`src/rtl/blake2_api_if.sv`:
```
// blake2_api_if: register access bus (select, write enable, word address, data, error)
interface blake2_api_if;
  logic        cs;
  logic        we;
  logic [7:0]  address;
  logic [31:0] write_data;
  logic [31:0] read_data;
  logic        error;
  modport master(output cs, we, address, write_data, input read_data, error);
  modport slave(input cs, we, address, write_data, output read_data, error);
endinterface

```
`src/rtl/blake2_api.sv`:
```
// blake2_api: register front-end for a blake2 core; define BLAKE2_API_BUSY_LOCK_EN to reject BLOCK/CONFIG writes while the core is busy
module blake2_api #(
  parameter int          BLOCK_WORDS  = 16,
  parameter int          DIGEST_WORDS = 8,
  parameter logic [31:0] CORE_VERSION = 32'h00010000
) (
  input  logic                      clk,
  input  logic                      reset_n,
  blake2_api_if.slave               bus,
  output logic                      core_init,
  output logic                      core_next,
  output logic                      core_final,
  output logic [BLOCK_WORDS*32-1:0] core_block,
  output logic [7:0]                core_outlen,
  input  logic                      core_ready,
  input  logic [DIGEST_WORDS*32-1:0] core_digest,
  input  logic                      core_digest_valid
);
  localparam int BW_AW = $clog2(BLOCK_WORDS);
  localparam int DW_AW = $clog2(DIGEST_WORDS);
  localparam logic [7:0] BLOCK_END  = 8'(8'h10 + BLOCK_WORDS);
  localparam logic [7:0] DIGEST_END = 8'(8'h40 + DIGEST_WORDS);
  localparam logic [7:0] RST_OUTLEN = (DIGEST_WORDS == 8) ? 8'd32 : 8'd64;

  logic [31:0]      block_mem  [BLOCK_WORDS];
  logic [31:0]      digest_mem [DIGEST_WORDS];
  logic [7:0]       config_reg;
  logic             digest_valid_reg;
  logic             dv_q;
  logic             dv_rise;
  logic             is_block, is_digest, is_ctrl, is_config, is_ro, mapped;
  logic             busy_wr, bad, wr_ok, cmd_ok;
  logic [BW_AW-1:0] block_idx;
  logic [DW_AW-1:0] digest_idx;
  logic [31:0]      rdata;

`ifdef BLAKE2_API_BUSY_LOCK_EN
  assign busy_wr = (is_block || is_config) && !core_ready;
`else
  assign busy_wr = 1'b0;
`endif

  always_comb begin
    is_block   = bus.address >= 8'h10 && bus.address < BLOCK_END;
    is_digest  = bus.address >= 8'h40 && bus.address < DIGEST_END;
    is_ctrl    = bus.address == 8'h08;
    is_config  = bus.address == 8'h0a;
    is_ro      = bus.address <= 8'h02 || bus.address == 8'h09 || is_digest;
    mapped     = is_ro || is_ctrl || is_config || is_block;
    block_idx  = BW_AW'(bus.address - 8'h10);
    digest_idx = DW_AW'(bus.address - 8'h40);
    bad        = bus.cs && (!mapped || (bus.we && is_ro) || (!bus.we && is_ctrl) ||
                            (bus.we && is_ctrl && !core_ready) || (bus.we && busy_wr));
    wr_ok      = bus.cs && bus.we && !bad;
    cmd_ok     = wr_ok && is_ctrl;
    dv_rise    = core_digest_valid && !dv_q;
    rdata      = is_block                ? block_mem[block_idx]   :
                 is_digest               ? digest_mem[digest_idx] :
                 bus.address == 8'h00    ? 32'h626c616b           :
                 bus.address == 8'h01    ? 32'h65322020           :
                 bus.address == 8'h02    ? CORE_VERSION           :
                 bus.address == 8'h09    ? {30'b0, digest_valid_reg, core_ready} :
                 is_config               ? {24'b0, config_reg}    : 32'b0;
  end

  always_ff @(posedge clk) begin
    if (!reset_n) begin
      bus.read_data    <= '0;
      bus.error        <= 1'b0;
      core_init        <= 1'b0;
      core_next        <= 1'b0;
      core_final       <= 1'b0;
      block_mem        <= '{default: '0};
      digest_mem       <= '{default: '0};
      digest_valid_reg <= 1'b0;
      dv_q             <= 1'b0;
      config_reg       <= RST_OUTLEN;
    end else begin
      bus.error  <= bad;
      core_init  <= cmd_ok && bus.write_data[0];
      core_next  <= cmd_ok && bus.write_data[1:0] == 2'b10;
      core_final <= cmd_ok && bus.write_data[2:0] == 3'b100;
      dv_q       <= core_digest_valid;
      if (bus.cs && !bus.we) bus.read_data <= rdata;
      if (wr_ok && is_block) block_mem[block_idx] <= bus.write_data;
      if (wr_ok && is_config) config_reg <= bus.write_data[7:0];
      // capture on the rising edge only, so a core holding valid high cannot overwrite it
      if (dv_rise)
        for (int i = 0; i < DIGEST_WORDS; i++)
          digest_mem[i] <= core_digest[(DIGEST_WORDS-1-i)*32 +: 32];
      if (cmd_ok && bus.write_data[0]) digest_valid_reg <= 1'b0;
      else if (dv_rise) digest_valid_reg <= 1'b1;
    end
  end

  for (genvar g = 0; g < BLOCK_WORDS; g++)
    assign core_block[(BLOCK_WORDS-1-g)*32 +: 32] = block_mem[g];
  assign core_outlen = config_reg;
endmodule

```
`src/flat_wrapper.sv`:
```
// flat-port wrapper written by rule: the top's interface ports become plain ports
module blake2_api_flat 
#(
  parameter int          BLOCK_WORDS  = 16,
  parameter int          DIGEST_WORDS = 8,
  parameter logic [31:0] CORE_VERSION = 32'h00010000
)
  (clk, reset_n, core_init, core_next, core_final, core_block, core_outlen, core_ready, core_digest, core_digest_valid, bus_cs, bus_we, bus_address, bus_write_data, bus_read_data, bus_error);
  blake2_api_if bus_i ();
  input  logic clk;
  input  logic reset_n;
  output logic core_init;
  output logic core_next;
  output logic core_final;
  output logic [BLOCK_WORDS*32-1:0] core_block;
  output logic [7:0] core_outlen;
  input  logic core_ready;
  input  logic [DIGEST_WORDS*32-1:0] core_digest;
  input  logic core_digest_valid;
  input wire logic [$bits(bus_i.cs)-1:0] bus_cs;
  input wire logic [$bits(bus_i.we)-1:0] bus_we;
  input wire logic [$bits(bus_i.address)-1:0] bus_address;
  input wire logic [$bits(bus_i.write_data)-1:0] bus_write_data;
  output wire logic [$bits(bus_i.read_data)-1:0] bus_read_data;
  output wire logic [$bits(bus_i.error)-1:0] bus_error;
  assign bus_i.cs = bus_cs;
  assign bus_i.we = bus_we;
  assign bus_i.address = bus_address;
  assign bus_i.write_data = bus_write_data;
  assign bus_read_data = bus_i.read_data;
  assign bus_error = bus_i.error;
  blake2_api #(.BLOCK_WORDS(BLOCK_WORDS), .DIGEST_WORDS(DIGEST_WORDS), .CORE_VERSION(CORE_VERSION)) u_core (.clk(clk), .reset_n(reset_n), .bus(bus_i), .core_init(core_init), .core_next(core_next), .core_final(core_final), .core_block(core_block), .core_outlen(core_outlen), .core_ready(core_ready), .core_digest(core_digest), .core_digest_valid(core_digest_valid));
endmodule
```
`config.mk`:
```
export PLATFORM = sky130hd
export DESIGN_NAME = blake2_api_flat
export DESIGN_NICKNAME = d
export VERILOG_FILES = /design/src/rtl/blake2_api_if.sv /design/src/rtl/blake2_api.sv /design/src/flat_wrapper.sv
export SDC_FILE = /design/constraint.sdc
export NUM_CORES = 2
export LEC_CHECK = 0
export ABC_AREA = 1
export BUFFER_PORTS_ARGS = -buffer_cell sky130_fd_sc_hd__buf_2
export CORE_MARGIN = 8
export CORE_UTILIZATION = 25
export DETAILED_ROUTE_END_ITERATION = 6
export GPL_ROUTABILITY_DRIVEN = 0
export GPL_TIMING_DRIVEN = 1
export PLACE_DENSITY = 0.54
export REMOVE_ABC_BUFFERS = 1
export SYNTH_ARGS = -nofsm -noshare
export SYNTH_HDL_FRONTEND = slang
export SYNTH_SLANG_ARGS = --single-unit
```
`constraint.sdc`:
```
create_clock -name clk -period 2.2 [get_ports clk]
set_clock_uncertainty 0.05 [all_clocks]
set_input_delay 0.22 -clock clk [delete_from_list [all_inputs] [get_ports clk]]
set_output_delay 0.22 -clock clk [all_outputs]
set_load 0.01 [all_outputs]
```
==> results.toml <==
[run_status]
outcome = "completed"

[sta]
slew_violations = 0
finalHoldViolations = 0
setup_viol = 0
maxSlewHeadroom_pct = 47.3
timing.final.crit_period_ns = 2.11
max_freq_ghz = 0.475
max_slew.worst_pin.slew_ns = 0.790
worst_hold_slack_ns = 0.211
rsz0062_at_grt = "no"
post-route-period-util_pct = 95.8

[placement]
dp_hpwl_mm = 153
dp_cells = 7427
port_buffers = 857

[clock_tree]
clk_latency_ns = 0.71
clkSinkCount = 814
cts_tree = "built"
root_buffer = "clkbuf_16"
ctsLongestPathBuffers = 3
cts_htree_levels = 3
clk_pin_slew_ns = 0.07
cts_resized = 0
numCtsBuffers = 97

[synth]
synth_ff_type = "dfxtp_1"
synth_top_area_share_pct = 46.1
yosys.area.top_type = "dfxtp_1"
syn_inst = 4817
synth_top_family_by_area = "simple AND/OR/NAND/NOR gates"
synth-xor-area-share_pct = 0
ys_ff_latch = 814
synth-warning-count = 0
synthAdderAreaFrac_pct = 0
netlist_area_mm2 = 0.0354
synth_compound_area_share_pct = 20.0
ys_top_cells_by_area = "dfxtp_1, nand2_1, nand4_1"
synth.distinct_cells = 31
yosys.area_share.simple_pct = 27.2
postSynthAreaPerCell_um2 = 7.34
synth.mux.area_fraction_pct = 0
async_flop_share_pct = 0
synth_seq_area_share_pct = 46.1
synth_edf_count = 0

[floorplan]
die_x_um = 392
io_pins = 858
rows = 138
start_util_pct = 25.1
die_height_um = 392
core_mm2 = 0.141
dieArea_mm2 = 0.154

[routing]
vias_per_cell = 5.40
drt-initial-drc-count = 4358
firstDrtPassIters = 6
ant_nets = 0
routed_wl_mm = 217
dr_total_vias = 42711
wl_per_cell_um = 27.5
drc = 0

[grt]
grt_start_max_net_pins = 103
track_usage_pct = 26.6
grt.overflow.total = 0
antenna_found_initial = 14
first_global_vias = 41103
grt_pass1_wl_mm = 302

[critical_path]
crit_family = "simple AND/OR/NAND/NOR gates"
startpoint_type = "primary input"
critPathArrivalTime_ns = 2.69
path_class = "primary input to flip-flop"
crit_fanout = 23
path_buf_inv = 6
slowest_delay_ns = 0.26
crit_path_end_kind = "flip-flop"
path_common_cell = "buf_12"
cpMaxStageDelayCell = "nand2_1"
cp_data_required_time_ns = 2.78
worstPathCellList = "buf_2, nor2_1, nand2_1, buf_4, nor2_1, nor2_1, nand2_1, nand2_1, nand3_2, nor2_4, buf_12, buf_12, buf_12, buf_12, nand4_1, a21oi_1"

[layout]
area_growth_pct = 44.6
nets = 6241
drive_gt1_share_pct = 24.7
fin_cells = 7909
largest_reg_flops = 512
fill_cells = 14732
final_common_cell = "nand2_1"
mostFrequentLayoutCells = "nand2_1, buf_2, dfxtp_1, a21oi_1, nand4_1"

[power]
pwr_density_cell_mw_per_mm2 = 693
ir_worst_vdd_uv = 594
p_leak_nw = 20.9

[worst_hold_path]
holdCritPathClass = "primary input to flip-flop"

[run]
maxCapViolations = 0
final timing paths:
check	start	endpoint	slack, ns	depth (start not counted)
hold / removal	bus_address[0]	u_core.core_final	0.21	7
setup reg to reg	u_core.dv_q	u_core.digest_mem[45]	0.13	6
hold reg to reg	u_core.digest_mem[223]	u_core.digest_mem[223]	0.40	2
setup / recovery	bus_address[7]	u_core.core_block[207]	0.09	16
logic make-up after synthesis:
group                  after synthesis
AND/OR/NAND/NOR                   2144
flip-flops                         814
AO/OA/AOI/OAI                     1262
buffers and inverters              597
report_power, final:
| part | switching, mW | internal (mW) | total [mW] | leakage [nW] |
|---|---|---|---|---|
| logic | 2.35 | 1.37 | 3.72 | 12.7 |
| clock network | 6.96 | 9.44 | 16.4 | 1.57 |
| registers | 0.187 | 15.1 | 15.3 | 6.62 |
timing repair:
item / in CTS / in global routing
endpoints found under the hold margin: 784 / 0
hold buffers: 301 / 0
buffers inserted: 0 / 2
endpoints found under the setup margin: 0 / 44
synth_stat cells, drive strengths merged (3+ instances only):
cell type and count:
dfxtp 814, o22a 3, o211ai 10, nand4 550, nand2 952, buf 113, nor2 556, a31oi 9
a21oi 616, or2 18, a22oi 254, inv 61, a22o 3, nand3 63, clkbuf 420, a211oi 3
o221ai 8, o21ai 337, o22ai 17, clkinv 3
per-stage QoR:
step / setup TNS (ns) / worst slack (ns) / total power, mW / area (µm²) / utilization (%)
4_1_cts: 0 / 0.129 / 35.6 / 51100 / 36.3
3_5_place_dp: -300.70 / -0.656 / 18.9 / 44900 / 31.9
5_1_grt: 0 / 0.00605 / 36.5 / 51100 / 36.3
6_report: 0 / 0.0926 / 35.4 / 51100 / 36.3
2_1_floorplan: -7516.21 / -9.94 / 16.8 / 33200 / -
3_3_place_gp: -302.41 / -0.666 / 18.8 / 44900 / 31.9
layer usage:
| metal | GRT usage, % | routed length (µm) |
|---|---|---|
| met5 | 0 | 27 |
| met3 | 6.91 | 20800 |
| met2 | 41.9 | 97100 |
| met4 | 13.0 | 12300 |
| met1 | 33.6 | 86900 |
worst reg2reg max path, delay by kind of cell, from the launching register on:
family	cells	cell delay, ns
flip-flops	1	0.32
buffers and inverters	3	1.13
AND/OR/NAND/NOR	2	0.28
AO/OA/AOI/OAI	1	0.25
cell type report:
| class | count | area [µm²] | area share [%] |
|---|---|---|---|
| clock inverters | 22 | 203 | 0.396 |
| inverters | 64 | 272 | 0.531 |
| clock buffers | 154 | 2990 | 5.85 |
| well taps | 1890 | 2360 | 4.62 |
| diodes | 3 | 7.51 | 0.0147 |
| flip-flops and latches | 814 | 16300 | 31.9 |
| repair buffers | 1556 | 11900 | 23.4 |
| multi-input cells | 3406 | 17100 | 33.4 |
Note: power is estimated with default switching activity, not from simulation.
